File: config.mk
export PLATFORM = sky130hd
export DESIGN_NAME = force_pkt_router
export DESIGN_NICKNAME = d
export VERILOG_FILES = /design/src/rtl/force_pkt_router.sv
export SDC_FILE = /design/constraint.sdc
export NUM_CORES = 2
export LEC_CHECK = 0
export CORE_MARGIN = 1
export CORE_UTILIZATION = 58
export CTS_CLUSTER_SIZE = 14
export DETAILED_ROUTE_END_ITERATION = 8
export GPL_TIMING_DRIVEN = 0
export PLACE_DENSITY = 0.8
export SLEW_MARGIN = 5
export SYNTH_ARGS = -nofsm -noshare
export SYNTH_HDL_FRONTEND = slang
export SYNTH_SLANG_ARGS = --single-unit
File: constraint.sdc
create_clock -name clk -period 5.8 [get_ports clk]
set_clock_uncertainty 0.1 [all_clocks]
set_input_delay 0.87 -clock clk [delete_from_list [all_inputs] [get_ports clk]]
set_output_delay 0.87 -clock clk [all_outputs]
set_load 0.1 [all_outputs]
File: src/rtl/force_pkt_router.sv
// Purpose: per-channel force-packet FIFOs split by dest_id onto a network port and a local port.
// Latency: 2 cycles from push to registered output valid (FIFO head in t+1, output reg in t+2).
// Backpressure: in_ready = FIFO not full; a stalled output holds its register and blocks
//               channels whose head targets it (head-of-line blocking per channel).

// Small generic FIFO: head is combinational from storage, push refused when full.
module pkt_fifo #(
  parameter int WIDTH = 8,
  parameter int DEPTH = 4
) (
  input  logic             clk,
  input  logic             rst_n,
  input  logic             push,
  input  logic [WIDTH-1:0] push_dat,
  input  logic             pop,
  output logic [WIDTH-1:0] head_dat,
  output logic             empty,
  output logic             full
);
  localparam int AW = $clog2(DEPTH);
  localparam int CW = AW + 1;

  logic [WIDTH-1:0] mem [DEPTH];
  logic [AW-1:0]    wr_ptr;
  logic [AW-1:0]    rd_ptr;
  logic [CW-1:0]    count;
  logic             do_push;
  logic             do_pop;

  assign full     = (count == CW'(DEPTH));
  assign empty    = (count == '0);
  assign do_push  = push && !full;
  assign do_pop   = pop && !empty;
  assign head_dat = mem[rd_ptr];

  // Pointer and occupancy bookkeeping; pointers wrap naturally at a power-of-2 depth.
  always_ff @(posedge clk or negedge rst_n) begin
    if (!rst_n) begin
      wr_ptr <= '0;
      rd_ptr <= '0;
      count  <= '0;
    end else begin
      if (do_push) wr_ptr <= wr_ptr + AW'(1);
      if (do_pop)  rd_ptr <= rd_ptr + AW'(1);
      count <= count + CW'(do_push) - CW'(do_pop);
    end
  end

  // Storage needs no reset: occupancy alone decides what is valid.
  always_ff @(posedge clk) begin
    if (do_push) mem[wr_ptr] <= push_dat;
  end
endmodule

module force_pkt_router #(
  parameter  int NUM_CH            = 4,
  parameter  int FIFO_DEPTH        = 4,
  parameter  int DATA_WIDTH        = 32,
  parameter  int PARTICLE_ID_WIDTH = 7,
  parameter  int NODE_ID_WIDTH     = 6,
  localparam int PAY_W             = PARTICLE_ID_WIDTH + 3*DATA_WIDTH,
  localparam int PKT_W             = NODE_ID_WIDTH + PAY_W
) (
  input  logic                    clk,
  input  logic                    rst_n,
  input  logic [NODE_ID_WIDTH-1:0] local_node_id,
  input  logic [NUM_CH-1:0]        in_valid,
  output logic [NUM_CH-1:0]        in_ready,
  input  logic [NUM_CH*PKT_W-1:0]  in_pkt,
  output logic                     net_valid,
  input  logic                     net_ready,
  output logic [PKT_W-1:0]         net_pkt,
  output logic                     loc_valid,
  input  logic                     loc_ready,
  output logic [PAY_W-1:0]         loc_data,
  output logic [NUM_CH-1:0]        fifo_full
);
  localparam int CH_W = $clog2(NUM_CH);

  typedef struct packed {
    logic [NODE_ID_WIDTH-1:0]     dest_id;
    logic [PARTICLE_ID_WIDTH-1:0] particle_id;
    logic [DATA_WIDTH-1:0]        force_z;
    logic [DATA_WIDTH-1:0]        force_y;
    logic [DATA_WIDTH-1:0]        force_x;
  } pkt_t;

  pkt_t              head [NUM_CH];
  logic [NUM_CH-1:0] empty, full, push, pop, net_req, loc_req;
  logic [CH_W-1:0]   net_ptr, loc_ptr, net_idx, loc_idx;
  logic [CH_W:0]     net_pick, loc_pick;
  logic              net_found, loc_found, net_load, loc_load, net_gnt, loc_gnt;

  // Round-robin search from ptr; returns {found, index of first requester}.
  function automatic logic [CH_W:0] rr_pick(input logic [NUM_CH-1:0] req,
                                            input logic [CH_W-1:0]   ptr);
    logic [CH_W:0] r;
    int            idx;
    r = '0;
    for (int i = NUM_CH - 1; i >= 0; i--) begin
      idx = (int'(ptr) + i) % NUM_CH;
      if (req[CH_W'(idx)]) r = {1'b1, CH_W'(idx)};
    end
    return r;
  endfunction

  function automatic logic [CH_W-1:0] rr_next(input logic [CH_W-1:0] k);
    return (k == CH_W'(NUM_CH - 1)) ? '0 : k + CH_W'(1);
  endfunction

  assign in_ready  = ~full;
  assign fifo_full = full;
  assign push      = in_valid & ~full;

  for (genvar c = 0; c < NUM_CH; c++) begin : g_ch
    pkt_fifo #(.WIDTH(PKT_W), .DEPTH(FIFO_DEPTH)) u_fifo (
      .clk      (clk),
      .rst_n    (rst_n),
      .push     (push[c]),
      .push_dat (in_pkt[c*PKT_W +: PKT_W]),
      .pop      (pop[c]),
      .head_dat (head[c]),
      .empty    (empty[c]),
      .full     (full[c])
    );
  end

  // Classify each non-empty head as local or network traffic.
  always_comb begin
    net_req = '0;
    loc_req = '0;
    for (int c = 0; c < NUM_CH; c++) begin
      loc_req[c] = !empty[c] && (head[c].dest_id == local_node_id);
      net_req[c] = !empty[c] && (head[c].dest_id != local_node_id);
    end
  end

  assign net_pick  = rr_pick(net_req, net_ptr);
  assign loc_pick  = rr_pick(loc_req, loc_ptr);
  assign net_found = net_pick[CH_W];
  assign loc_found = loc_pick[CH_W];
  assign net_idx   = net_pick[CH_W-1:0];
  assign loc_idx   = loc_pick[CH_W-1:0];
  assign net_load  = !net_valid || net_ready;
  assign loc_load  = !loc_valid || loc_ready;
  assign net_gnt   = net_load && net_found;
  assign loc_gnt   = loc_load && loc_found;

  // Pop granted heads; a head is in one class only, so each channel pops at most once.
  always_comb begin
    pop = '0;
    if (net_gnt) pop[net_idx] = 1'b1;
    if (loc_gnt) pop[loc_idx] = 1'b1;
  end

  // Network output register and its round-robin pointer.
  always_ff @(posedge clk or negedge rst_n) begin
    if (!rst_n) begin
      net_valid <= 1'b0;
      net_pkt   <= '0;
      net_ptr   <= '0;
    end else if (net_load) begin
      net_valid <= net_found;
      if (net_found) begin
        net_pkt <= head[net_idx];
        net_ptr <= rr_next(net_idx);
      end
    end
  end

  // Local output register: payload only, dest_id stripped.
  always_ff @(posedge clk or negedge rst_n) begin
    if (!rst_n) begin
      loc_valid <= 1'b0;
      loc_data  <= '0;
      loc_ptr   <= '0;
    end else if (loc_load) begin
      loc_valid <= loc_found;
      if (loc_found) begin
        loc_data <= {head[loc_idx].particle_id, head[loc_idx].force_z,
                     head[loc_idx].force_y, head[loc_idx].force_x};
        loc_ptr  <= rr_next(loc_idx);
      end
    end
  end
endmodule

==> impl_metrics.py <==
metrics = {
    "run_status": {
        "status": "completed",
    },
    "setup_path": {
        "crit_path_start_kind": "register",
        "cp_max_fo": 11,
        "end_kind": "register",
        "worstPathArrival_ns": 6.33,
        "reg2reg_slack_ns": 0.11,
        "critical_path_class": "register to register",
        "crit_required_ns": 6.44,
    },
    "sta": {
        "drv_slew": 0,
        "hold_viol": 0,
        "slew_headroom_pct": 12.62,
        "finalSetupViolCount": 0,
        "layout_setup_ws_ns": 0.1073,
        "finalCritPeriodShare_pct": 98.15,
        "fin_crit_ns": 5.693,
        "whs_ns": 0.3839,
        "worstMarginPinSlew_ns": 1.307,
        "max_freq_mhz": 175.7,
    },
    "route": {
        "ant_nets": 0,
        "wl_per_cell_um": 35.29,
        "drc": 0,
        "vias_per_cell": 6.796,
        "drtIter0Drc": 6207,
        "routed_wirelength_um": 237600,
        "vias": 45760,
        "dr.pass1.iters": 6,
    },
    "clock_network": {
        "clk_pin_slew_worst_paths_ns": 0.06,
        "cts.sinks": 1990,
        "cts_buffers": 193,
        "cts.path.max_buffers": 3,
        "clock_latency_ns": 0.84,
        "cts_tree": "built",
        "h-tree-depth": 4,
        "cts_root_buf": "clkbuf_16",
    },
    "logic_synthesis": {
        "syn_area_um2": 79050,
        "syn_avg_cell_area_um2": 20.75,
        "seq_area_frac_synth_pct": 74.04,
        "yosysTopAreaCell": "edfxtp_1",
        "synth_edf_count": 1744,
        "synth-warning-count": 0,
        "synthDistinctLibCells": 62,
        "async_reset_ff_share_pct": 12.36,
        "synth.net_count": 4293,
        "synth.top_cell.area_share_pct": 66.25,
        "synth.area.top_cells": "edfxtp_1 (66%), mux4_2 (12%), dfrtp_1 (7.8%)",
        "ys_seq_elements": 1990,
        "synthFlopType": "edfxtp_1",
        "syn_inst": 3810,
    },
    "global_route": {
        "grt_pass1_wl_um": 328300,
        "grt_usage_pct": 34.22,
        "overflow": 0,
        "antenna_found_initial": 115,
        "grt_pass1_vias": 45910,
        "grt_max_degree": 78,
    },
    "finish": {
        "fillers": 8024,
        "multi_input_area_um2": 19350,
        "fin_cells": 6734,
        "postLayoutCoreUtil_pct": 70.62,
        "drive_gt1_share_pct": 17.75,
        "regArea_um2": 58530,
        "area_growth_pct": 20.87,
        "nNetsFinal": 5192,
    },
    "place": {
        "numPortBuffers": 665,
        "post-place-ws_ns": -0.8205,
        "placedCellCount": 6293,
        "hpwl_um": 163000,
        "gp_congestion": 0.9004,
    },
    "power": {
        "p_leak_nw": 32.01,
        "vdd_drop_max_uv": 477.6,
        "power_density_nw_per_um2": 601.6,
    },
    "floorplan": {
        "die_area_um2": 137800,
        "rows": 135,
        "coreArea_um2": 135300,
        "start_util_pct": 58.42,
        "die_w_um": 371.2,
        "ios": 672,
        "die_y_um": 371.2,
    },
    "job": {
        "max_cap_violations": 0,
    },
    "worst_hold_path": {
        "hold_class": "register to register",
    },
}
## report_power, final
| group | total (mW) | switching [mW] | internal, mW |
|---|---|---|---|
| sequential | 20.7 | 1.46 | 19.2 |
| combinational | 24.3 | 16.2 | 8.11 |
| clock | 12.5 | 5.45 | 7.09 |
## synthesized netlist by cell type (37+ instances only)
cell type / count
a211o_1: 96
xnor2_1: 37
o221ai_1: 109
nand2_1: 134
mux2_1: 103
clkbuf_1: 175
o221a_1: 96
mux4_2: 436
mux2i_1: 218
edfxtp_1: 1744
inv_1: 39
o31a_1: 97
dfrtp_1: 246
buf_2: 51
## final timing paths
path	from	endpoint	cells past startpoint
hold reg to reg	net_pkt[12]	net_pkt[12]	2
setup / recovery	g_ch[3].u_fifo.rd_ptr[0]	g_ch[3].u_fifo.count[2]	19
min in group asynchronous	rst_n	net_pkt[80]	2
hold / removal	net_pkt[12]	net_pkt[12]	2
max in group asynchronous	rst_n	net_pkt[22]	4
setup reg to reg	g_ch[3].u_fifo.rd_ptr[0]	g_ch[3].u_fifo.count[2]	19
## cell usage in the layout (no fill, tap or decap), types with 15 or more instances in the layout
cell and instances:
edfxtp_1 1744, clkdlybuf4s50_1 664, mux4_2 436, dfrtp_1 246, mux2i_1 218, clkbuf_1 210
clkbuf_16 196, nand2_1 134, o221ai_1 109, mux2_1 103, o31a_1 97, a211o_1 96
o221a_1 96, diode_2 80, buf_2 48, inv_1 39, clkinv_2 38, xnor2_1 37
buf_16 33, clkinv_1 31, ha_1 29, buf_1 22, and3_4 16, clkbuf_8 16
bufinv_16 15
## cell families (layout without fill, tap and decap cells)
| group | after synthesis | in the layout | share of synthesized area, % |
|---|---|---|---|
| flip-flops | 1990 | 1990 | 74.04 |
| multiplexers | 759 | 759 | 16.68 |
| adder cells (fa/ha/maj) | 33 | 33 | 0.5603 |
| AO/OA/AOI/OAI | 463 | 463 | 5.353 |
| XOR/XNOR | 38 | 38 | 0.4210 |
| other | 0 | 80 | 0 |
| buffers and inverters | 306 | 1369 | 1.615 |
| AND/OR/NAND/NOR | 221 | 221 | 1.331 |
## critical path: stages, from the launching register on
cell      delay (ns)
dfrtp_1         0.44
buf_2           0.50
mux4_2          0.64
xnor2_1         0.17
nand4_1         0.20
or2_1           0.34
o211a_1         0.14
buf_2           0.19
nor3_4          0.25
clkbuf_1        0.70
ha_1            0.33
nand2_1         0.08
o22ai_2         0.28
ha_1            0.29
inv_1           0.06
ha_1            0.14
inv_1           0.05
fa_1            0.40
xnor2_1         0.18
xnor2_1         0.14
## per-layer routing
| layer | GRT usage, % | vias up | wire length, µm |
|---|---|---|---|
| li1 | - | 17950 | - |
| met3 | 9.986 | 757 | 29670 |
| met5 | 0 | - | 381 |
| met2 | 52.12 | 3465 | 111300 |
| met1 | 44.51 | 23530 | 82040 |
| met4 | 19.33 | 60 | 14250 |
## what timing repair did
item	4_1_cts	5_1_grt
resized for setup	8	4
pin swaps	1	0
hold buffers	1	0
gates cloned	0	0
setup buffers	2	0
endpoints found under the hold margin	48	0
setup endpoints to repair	13	6
## per-stage QoR
stage	power (mW)	instance area, µm²	TNS [ns]
2_1_floorplan	36.78	79050	0
3_3_place_gp	44.18	87930	-4328.54
3_5_place_dp	44.59	89010	-4.899
4_1_cts	57.18	95330	0
5_1_grt	58.98	95490	-0.04276
6_report	57.48	95540	0
## area by class of cell
class | instances | share of cell area (%)
flip-flops and latches | 1990 | 61.26
multi-input cells | 1514 | 20.25
repair buffers | 705 | 8.020
clock buffers | 255 | 5.533
well taps | 1781 | 2.332
plain buffers | 263 | 1.202
clock inverters | 104 | 1.028
diodes | 80 | 0.2095
inverters | 42 | 0.1650
## state kept, by name, indices dropped and copies added (netlist names)
name,flops
g_ch.u_fifo.mem,1744
net_pkt,109
loc_data,103
g_ch.u_fifo.count,12
g_ch.u_fifo.rd_ptr,8
g_ch.u_fifo.wr_ptr,8
loc_ptr,2
net_ptr,2
loc_valid,1
net_valid,1
Power figures use the tool's default switching activity.
